==> config.mk <==
export PLATFORM = sky130hd
export DESIGN_NAME = glitch_cmd_loader
export DESIGN_NICKNAME = d
export VERILOG_FILES = /design/src/rtl/glitch_pkg.sv /design/src/rtl/glitch_piso.sv /design/src/rtl/glitch_cmd_loader.sv
export SDC_FILE = /design/constraint.sdc
export NUM_CORES = 1
export LEC_CHECK = 0
export CAP_MARGIN = 20
export CORE_MARGIN = 2
export CORE_UTILIZATION = 36
export CTS_BUF_LIST = sky130_fd_sc_hd__clkbuf_8 sky130_fd_sc_hd__clkbuf_16
export DETAILED_ROUTE_END_ITERATION = 6
export GPL_ROUTABILITY_DRIVEN = 0
export PLACE_DENSITY_LB_ADDON = 0.05
export RECOVER_POWER = 50
export SYNTH_ARGS = -nofsm -noshare
export SYNTH_HDL_FRONTEND = slang
export SYNTH_SLANG_ARGS = --single-unit
export TNS_END_PERCENT = 5
==> constraint.sdc <==
create_clock -name clk -period 3.7 [get_ports clk]
set_clock_uncertainty 0.05 [all_clocks]
set_input_delay 0.37 -clock clk [delete_from_list [all_inputs] [get_ports clk]]
set_output_delay 0.37 -clock clk [all_outputs]
set_load 0.05 [all_outputs]
==> src/rtl/glitch_pkg.sv <==
// Shared definitions for the glitch command loader: host opcodes, status bytes and FSM states.
package glitch_pkg;

    localparam logic [7:0] OpLoad  = 8'h01;
    localparam logic [7:0] OpFire  = 8'h02;
    localparam logic [7:0] OpClear = 8'h03;

    localparam logic [7:0] StsLoadOk    = 8'hA0;
    localparam logic [7:0] StsFireDone  = 8'hA1;
    localparam logic [7:0] StsClearOk   = 8'hA2;
    localparam logic [7:0] StsBadOp     = 8'hE0;
    localparam logic [7:0] StsArmTmo    = 8'hE1;
    localparam logic [7:0] StsDoneTmo   = 8'hE2;
    localparam logic [7:0] StsNotArmed  = 8'hE3;

    typedef enum logic [2:0] {
        StIdle,
        StRxArgs,
        StClr,
        StClrLoad,
        StShift,
        StWaitArm,
        StFire,
        StResp
    } state_e;

endpackage

==> src/rtl/glitch_piso.sv <==
// Parallel-load, MSB-first shift register feeding the core's serial config input.
module glitch_piso #(
    parameter int unsigned Width = 128
) (
    input  logic             clk_i,
    input  logic             rst_i,
    input  logic             load_i,
    input  logic             shift_i,
    input  logic [Width-1:0] din_i,
    output logic             dout_o,
    output logic             last_o
);

    localparam int unsigned CntW = $clog2(Width);
    localparam logic [CntW-1:0] LastIdx = CntW'(Width - 1);

    logic [Width-1:0] sr_q, sr_d;
    logic [CntW-1:0]  cnt_q, cnt_d;

    always_comb begin
        sr_d  = sr_q;
        cnt_d = cnt_q;
        if (load_i) begin
            sr_d  = din_i;
            cnt_d = '0;
        end else if (shift_i) begin
            sr_d = {sr_q[Width-2:0], 1'b0};
            // Bit index saturates on the last bit so 'last' stays valid.
            if (cnt_q != LastIdx) begin
                cnt_d = cnt_q + 1'b1;
            end
        end
    end

    always_ff @(posedge clk_i) begin
        if (rst_i) begin
            sr_q  <= '0;
            cnt_q <= '0;
        end else begin
            sr_q  <= sr_d;
            cnt_q <= cnt_d;
        end
    end

    assign dout_o = sr_q[Width-1];
    assign last_o = (cnt_q == LastIdx);

endmodule

==> src/rtl/glitch_cmd_loader.sv <==
// Host command front-end: parses LOAD/FIRE/CLEAR bytes, shifts config into the glitch core,
// handles arm/fire handshakes and returns one status byte per command.
module glitch_cmd_loader
    import glitch_pkg::*;
#(
    parameter int unsigned CNT_W        = 64,
    parameter int unsigned ARM_TIMEOUT  = 256,
    parameter int unsigned DONE_TIMEOUT = 65535
) (
    input  logic       clk,
    input  logic       rst,
    input  logic [7:0] in_data,
    input  logic       in_valid,
    output logic       in_ready,
    output logic [7:0] resp_data,
    output logic       resp_valid,
    input  logic       resp_ready,
    output logic       core_enable,
    output logic       core_tdata,
    output logic       core_go,
    input  logic       core_armed,
    input  logic       core_done,
    output logic       busy
);

    localparam int unsigned NumArgs = 2 * CNT_W / 8 + 1;
    localparam int unsigned WordsW  = 2 * CNT_W;
    localparam int unsigned RxCntW  = $clog2(NumArgs + 1);
    localparam int unsigned TmoMax  = (ARM_TIMEOUT > DONE_TIMEOUT) ? ARM_TIMEOUT : DONE_TIMEOUT;
    localparam int unsigned TmoW    = $clog2(TmoMax + 1);

    localparam logic [TmoW-1:0]   ArmLim  = TmoW'(ARM_TIMEOUT);
    localparam logic [TmoW-1:0]   DoneLim = TmoW'(DONE_TIMEOUT);
    localparam logic [TmoW-1:0]   TmoSat  = TmoW'(TmoMax);
    localparam logic [RxCntW-1:0] RxInit  = RxCntW'(NumArgs);

    state_e              state_q, state_d;
    logic [RxCntW-1:0]   rx_cnt_q, rx_cnt_d;
    logic [WordsW-1:0]   arg_q, arg_d;
    logic                arg_pol_q, arg_pol_d;
    logic                clr_q, clr_d;
    logic [TmoW-1:0]     tmo_q, tmo_d;
    logic                en_q, en_d;
    logic                pol_q, pol_d;
    logic [7:0]          resp_q, resp_d;
    logic                in_ready_q, in_ready_d;

    logic accept;
    logic piso_load, piso_shift, piso_dout, piso_last;

    assign accept = in_valid & in_ready_q;

    glitch_piso #(
        .Width (WordsW)
    ) u_piso (
        .clk_i   (clk),
        .rst_i   (rst),
        .load_i  (piso_load),
        .shift_i (piso_shift),
        .din_i   (arg_q),
        .dout_o  (piso_dout),
        .last_o  (piso_last)
    );

    // Next-state and command decode.
    always_comb begin
        state_d    = state_q;
        rx_cnt_d   = rx_cnt_q;
        arg_d      = arg_q;
        arg_pol_d  = arg_pol_q;
        clr_d      = 1'b0;
        resp_d     = resp_q;
        piso_load  = 1'b0;
        piso_shift = 1'b0;

        unique case (state_q)
            StIdle: begin
                if (accept) begin
                    case (in_data)
                        OpLoad: begin
                            state_d  = StRxArgs;
                            rx_cnt_d = RxInit;
                        end
                        OpFire: begin
                            if (core_armed) begin
                                state_d = StFire;
                            end else begin
                                state_d = StResp;
                                resp_d  = StsNotArmed;
                            end
                        end
                        OpClear: state_d = StClr;
                        default: begin
                            state_d = StResp;
                            resp_d  = StsBadOp;
                        end
                    endcase
                end
            end
            StRxArgs: begin
                if (accept) begin
                    rx_cnt_d = rx_cnt_q - 1'b1;
                    // The final byte carries only polarity; the words stay MSB-aligned.
                    if (rx_cnt_q == RxCntW'(1)) begin
                        arg_pol_d = in_data[0];
                        state_d   = StClrLoad;
                    end else begin
                        arg_d = {arg_q[WordsW-9:0], in_data};
                    end
                end
            end
            StClr, StClrLoad: begin
                clr_d = ~clr_q;
                if (clr_q) begin
                    if (state_q == StClr) begin
                        state_d = StResp;
                        resp_d  = StsClearOk;
                    end else begin
                        state_d   = StShift;
                        piso_load = 1'b1;
                    end
                end
            end
            StShift: begin
                piso_shift = 1'b1;
                if (piso_last) begin
                    state_d = StWaitArm;
                end
            end
            StWaitArm: begin
                if (core_armed) begin
                    state_d = StResp;
                    resp_d  = StsLoadOk;
                end else if (tmo_q >= ArmLim) begin
                    state_d = StResp;
                    resp_d  = StsArmTmo;
                end
            end
            StFire: begin
                if (core_done) begin
                    state_d = StResp;
                    resp_d  = StsFireDone;
                end else if (tmo_q >= DoneLim) begin
                    state_d = StResp;
                    resp_d  = StsDoneTmo;
                end
            end
            StResp: begin
                if (resp_ready) begin
                    state_d = StIdle;
                end
            end
            default: state_d = StIdle;
        endcase
    end

    // Registered core-side controls and the wait counter, all keyed off the next state.
    always_comb begin
        en_d  = en_q;
        pol_d = pol_q;
        if (state_d == StClr || state_d == StClrLoad) begin
            en_d  = 1'b0;
            pol_d = 1'b0;
        end else if (state_d == StShift) begin
            en_d  = 1'b1;
            pol_d = arg_pol_q;
        end

        // Counts cycles spent in the current state, starting at 1 on entry.
        tmo_d = tmo_q;
        if (state_d != state_q) begin
            tmo_d = TmoW'(1);
        end else if (tmo_q != TmoSat) begin
            tmo_d = tmo_q + 1'b1;
        end

        in_ready_d = (state_d == StIdle) || (state_d == StRxArgs);
    end

    always_ff @(posedge clk) begin
        if (rst) begin
            state_q    <= StIdle;
            rx_cnt_q   <= '0;
            arg_q      <= '0;
            arg_pol_q  <= 1'b0;
            clr_q      <= 1'b0;
            tmo_q      <= '0;
            en_q       <= 1'b0;
            pol_q      <= 1'b0;
            resp_q     <= '0;
            in_ready_q <= 1'b0;
        end else begin
            state_q    <= state_d;
            rx_cnt_q   <= rx_cnt_d;
            arg_q      <= arg_d;
            arg_pol_q  <= arg_pol_d;
            clr_q      <= clr_d;
            tmo_q      <= tmo_d;
            en_q       <= en_d;
            pol_q      <= pol_d;
            resp_q     <= resp_d;
            in_ready_q <= in_ready_d;
        end
    end

    assign in_ready    = in_ready_q;
    assign resp_valid  = (state_q == StResp);
    assign resp_data   = resp_q;
    assign core_enable = en_q;
    assign core_tdata  = (state_q == StShift) ? piso_dout : pol_q;
    assign core_go     = (state_q == StFire);
    assign busy        = (state_q != StIdle);

endmodule

==> results.txt <==
The combined area of the multi-input logic cells came out at 5650 um2. The number of unique standard cell types used by synthesis is 57. The final critical path time including I/O delays and setup is 3190 ps.

The initial detailed-routing violation count came out at 529. The global router's overall resource usage came out at 15.3%. Across the whole layout, storage elements account for 5930 um2.

The initial antenna violation count came out at 0. After detailed routing, the number of remaining DRC violations is 0. The number of instances in the placed design came out at 1771.

The sort of element at the start of the critical path is a register. The number of hold buffers added after CTS came out at 0. Setup repair after global routing left no endpoint under its margin.

The critical path is of the register to primary output type. The headroom to the max-slew limit came out at 5.21%. The wire length after detailed routing is 26800 um. The number of synthesized flops with an enable pin came out at 0.

STA puts the critical path data arrival time at 2770 ps. The family with the most delay on the worst path is buffers and inverters. The buffers plus inverters on the worst setup path came out at 1.

The path category of the worst min-delay check is input port to register. The count of input and output buffers is 24. The fraction of layout cells with a size suffix above 1 is 5.56%.

For this run, the leading register cell type out of synthesis is sky130_fd_sc_hd__dfxtp_1. The remaining global-route overflow is 0. The area of the core region came out at 33300 um2. The top cell types in the final layout, fill and taps aside, are sky130_fd_sc_hd__dfxtp_1, sky130_fd_sc_hd__nand2_1, sky130_fd_sc_hd__nor2_1. The area growth from synthesis to layout is 13.9%. The final count of pins violating max slew was 0. After clock tree synthesis, the clock-pin slew on the worst setup and hold paths is 60 ps. The average routed wire per standard cell is 14.6 um. The post-synthesis instance total is 1401. Max-cap violations in this run came to 0. The filler cell count came out at 3433.

The y dimension of the die is 187 um. The per-cell via count in the routed design came out at 4.99. The total clock sinks came out at 296. The run finished with clean final reports. The number of antenna diodes in the final layout is 0. The maximum fanout along the worst path is 18. The die is 187 um wide. For this design, the slowest cell found on the critical path is sky130_fd_sc_hd__clkdlybuf4s50_1. The proportion of synthesized chip area in sequential cells is 49.1%.

The transition at the pin with the smallest max-transition slack came out at 1420 ps. The first-pass detailed-route iteration total is 4. During I/O placement, the number of pins put on the boundary was 28. The smallest setup slack after layout is 507 ps.

TritonCTS built the clock tree. The residual antenna-violating net count after detailed routing is 0. Yosys printed 0 warnings. The peak supply drop is 0.000487 V. Summed over all nets, the half-perimeter wirelength after detailed placement is 14600 um. STA classifies the critical path endpoint as a primary output. The total number of placement rows is 67. The total power came out at 8370 uW. In this run the post-CTS setup repair buffer count came out at 0. The total standard cell area after synthesis came out at 12100 um2. The number of nets in the layout came out at 1380.

The leakage power summed over all cells is 0.00473 uW. After clock tree synthesis, the repair step resized 0 gates. The later-pin clock latency in the skew report is 510 ps. The via count of the first global-routing pass came out at 9048. The maximum achievable frequency is 313 MHz.

The setup-violating endpoint count in the final report is 0. The cell area power density is 609 nW/um2. Entering global routing, the biggest net connects 179 pins. The placement-stage worst setup slack came out at 839 ps. The average footprint of a synthesized cell came out at 8.62 um2. The async set-reset flop share out of synthesis came out at 0%. The critical path goes through nor3b_1 -> mux2_2 -> clkdlybuf4s50_1.

The number of buffers created by CTS is 36. The first global-routing pass estimated 45500 um of wire. The post-route clock period utilization came out at 86.3%.

The initial standard-cell utilization of the core came out at 36.3%. The total number of H-tree levels is 2. The maximum clock insertion buffer count is 3. The maximum cell stage delay along the critical path came out at 720 ps. The commonest non-fill, non-tap cell in the layout is sky130_fd_sc_hd__dfxtp_1. The number of flip-flops and latches in the synthesized netlist came out at 296. The setup total negative slack is 0 ps. The number of endpoints with negative hold slack in the final report came out at 0. The via total after detailed routing came out at 9150. The required time of the critical path came out at 3280 ps. Leaving out filler cells and counting taps, the final layout contains 1834. The total die area came out at 35000 um2. In this run the clock root is driven by a sky130_fd_sc_hd__clkbuf_16.
-- final timing paths --
| check | slack, ps | start | to | cells past startpoint |
|---|---|---|---|---|
| setup / recovery | 510 | state_q[2] | core_tdata | 3 |
| hold / removal | 300 | rst | resp_data[0] | 2 |
| setup reg to reg | 890 | state_q[2] | u_piso.cnt_q[3] | 6 |
| hold reg to reg | 410 | arg_q[122] | arg_q[122] | 2 |
-- flip-flops by register name, indices dropped and copies added, names as in the netlist --
signal / cells
resp_data: 4
state_q: 3
clr_q: 1
arg_pol_q: 1
pol_q: 1
rx_cnt_q: 5
arg_q: 128
tmo_q: 16
in_ready: 1
u_piso.sr_q: 128
u_piso.cnt_q: 7
core_enable: 1
-- synthesized netlist by cell type, types with 2 or more instances --
cell	count	area share (%)
sky130_fd_sc_hd__mux2_2	2	0.19
sky130_fd_sc_hd__a311oi_1	3	0.22
sky130_fd_sc_hd__xor2_1	10	0.73
sky130_fd_sc_hd__clkbuf_1	90	2.8
sky130_fd_sc_hd__nor3_1	7	0.29
sky130_fd_sc_hd__and3_1	3	0.16
sky130_fd_sc_hd__buf_4	5	0.31
sky130_fd_sc_hd__nor2b_1	3	0.16
sky130_fd_sc_hd__buf_1	15	0.47
sky130_fd_sc_hd__nand3_1	7	0.29
sky130_fd_sc_hd__nor4_1	2	0.10
sky130_fd_sc_hd__xnor2_1	9	0.65
sky130_fd_sc_hd__or4_4	2	0.19
sky130_fd_sc_hd__mux2i_1	130	11
sky130_fd_sc_hd__ha_1	5	0.52
sky130_fd_sc_hd__nor4b_1	3	0.22
sky130_fd_sc_hd__buf_2	5	0.21
sky130_fd_sc_hd__a21oi_1	144	6.0
sky130_fd_sc_hd__nand2b_1	9	0.47
sky130_fd_sc_hd__dfxtp_1	296	49
sky130_fd_sc_hd__o21ai_0	9	0.37
sky130_fd_sc_hd__nand2_1	283	8.8
sky130_fd_sc_hd__inv_1	8	0.25
sky130_fd_sc_hd__nand4bb_1	2	0.19
sky130_fd_sc_hd__nor2_1	177	5.5
sky130_fd_sc_hd__nand4_1	5	0.26
sky130_fd_sc_hd__a31oi_1	6	0.31
sky130_fd_sc_hd__a22oi_1	4	0.25
sky130_fd_sc_hd__nor3b_1	2	0.12
sky130_fd_sc_hd__a211oi_1	125	7.8
sky130_fd_sc_hd__nand4b_1	2	0.15
sky130_fd_sc_hd__and2_1	3	0.16
-- cells by family after synthesis --
| logic type | count (synthesis) | share of synthesized area, % |
|---|---|---|
| xor gates and xnor gates | 19 | 1.38 |
| buffers and inverters | 124 | 4.13 |
| adders and majority gates | 5 | 0.518 |
| other | 1 | 0.0311 |
| AOI/OAI and AO/OA | 304 | 16.1 |
| and+or+nand+nor | 520 | 17.8 |
| DFF | 296 | 49.1 |
| muxes | 132 | 11.0 |
-- routing by layer --
layer	share of wire, %	global-route usage (%)	wire length, um	vias up
li1	-	-	-	4755
met1	51	21.6	13700	4261
met2	44	23.9	11700	94
met3	3.4	2.72	912	40
met4	1.8	4.27	488	0
met5	0	0	0	-
-- per-stage QoR --
stage | area [um2] | util, % | hold slack [ps]
2_1_floorplan | 12100 | - | 386
3_3_place_gp | 12600 | 37.8 | 396
3_5_place_dp | 12600 | 37.8 | 402
4_1_cts | 13800 | 41.4 | 308
5_1_grt | 13700 | 41.3 | 331
6_report | 13700 | 41.3 | 297
-- where the power goes --
part,switching (uW),internal (uW)
Combinational,914,565
Clock,1340,2160
Sequential,115,3280
Total,2370,6000
-- area by class of cell --
type | count | area share [%]
clock buffers | 43 | 7.42
inverters | 8 | 0.218
repair buffers | 36 | 2.78
multi-input cells | 983 | 41.1
well taps | 448 | 4.08
clock inverters | 20 | 1.28
flip-flops and latches | 296 | 43.1
Note: power is estimated with default switching activity, not from simulation.
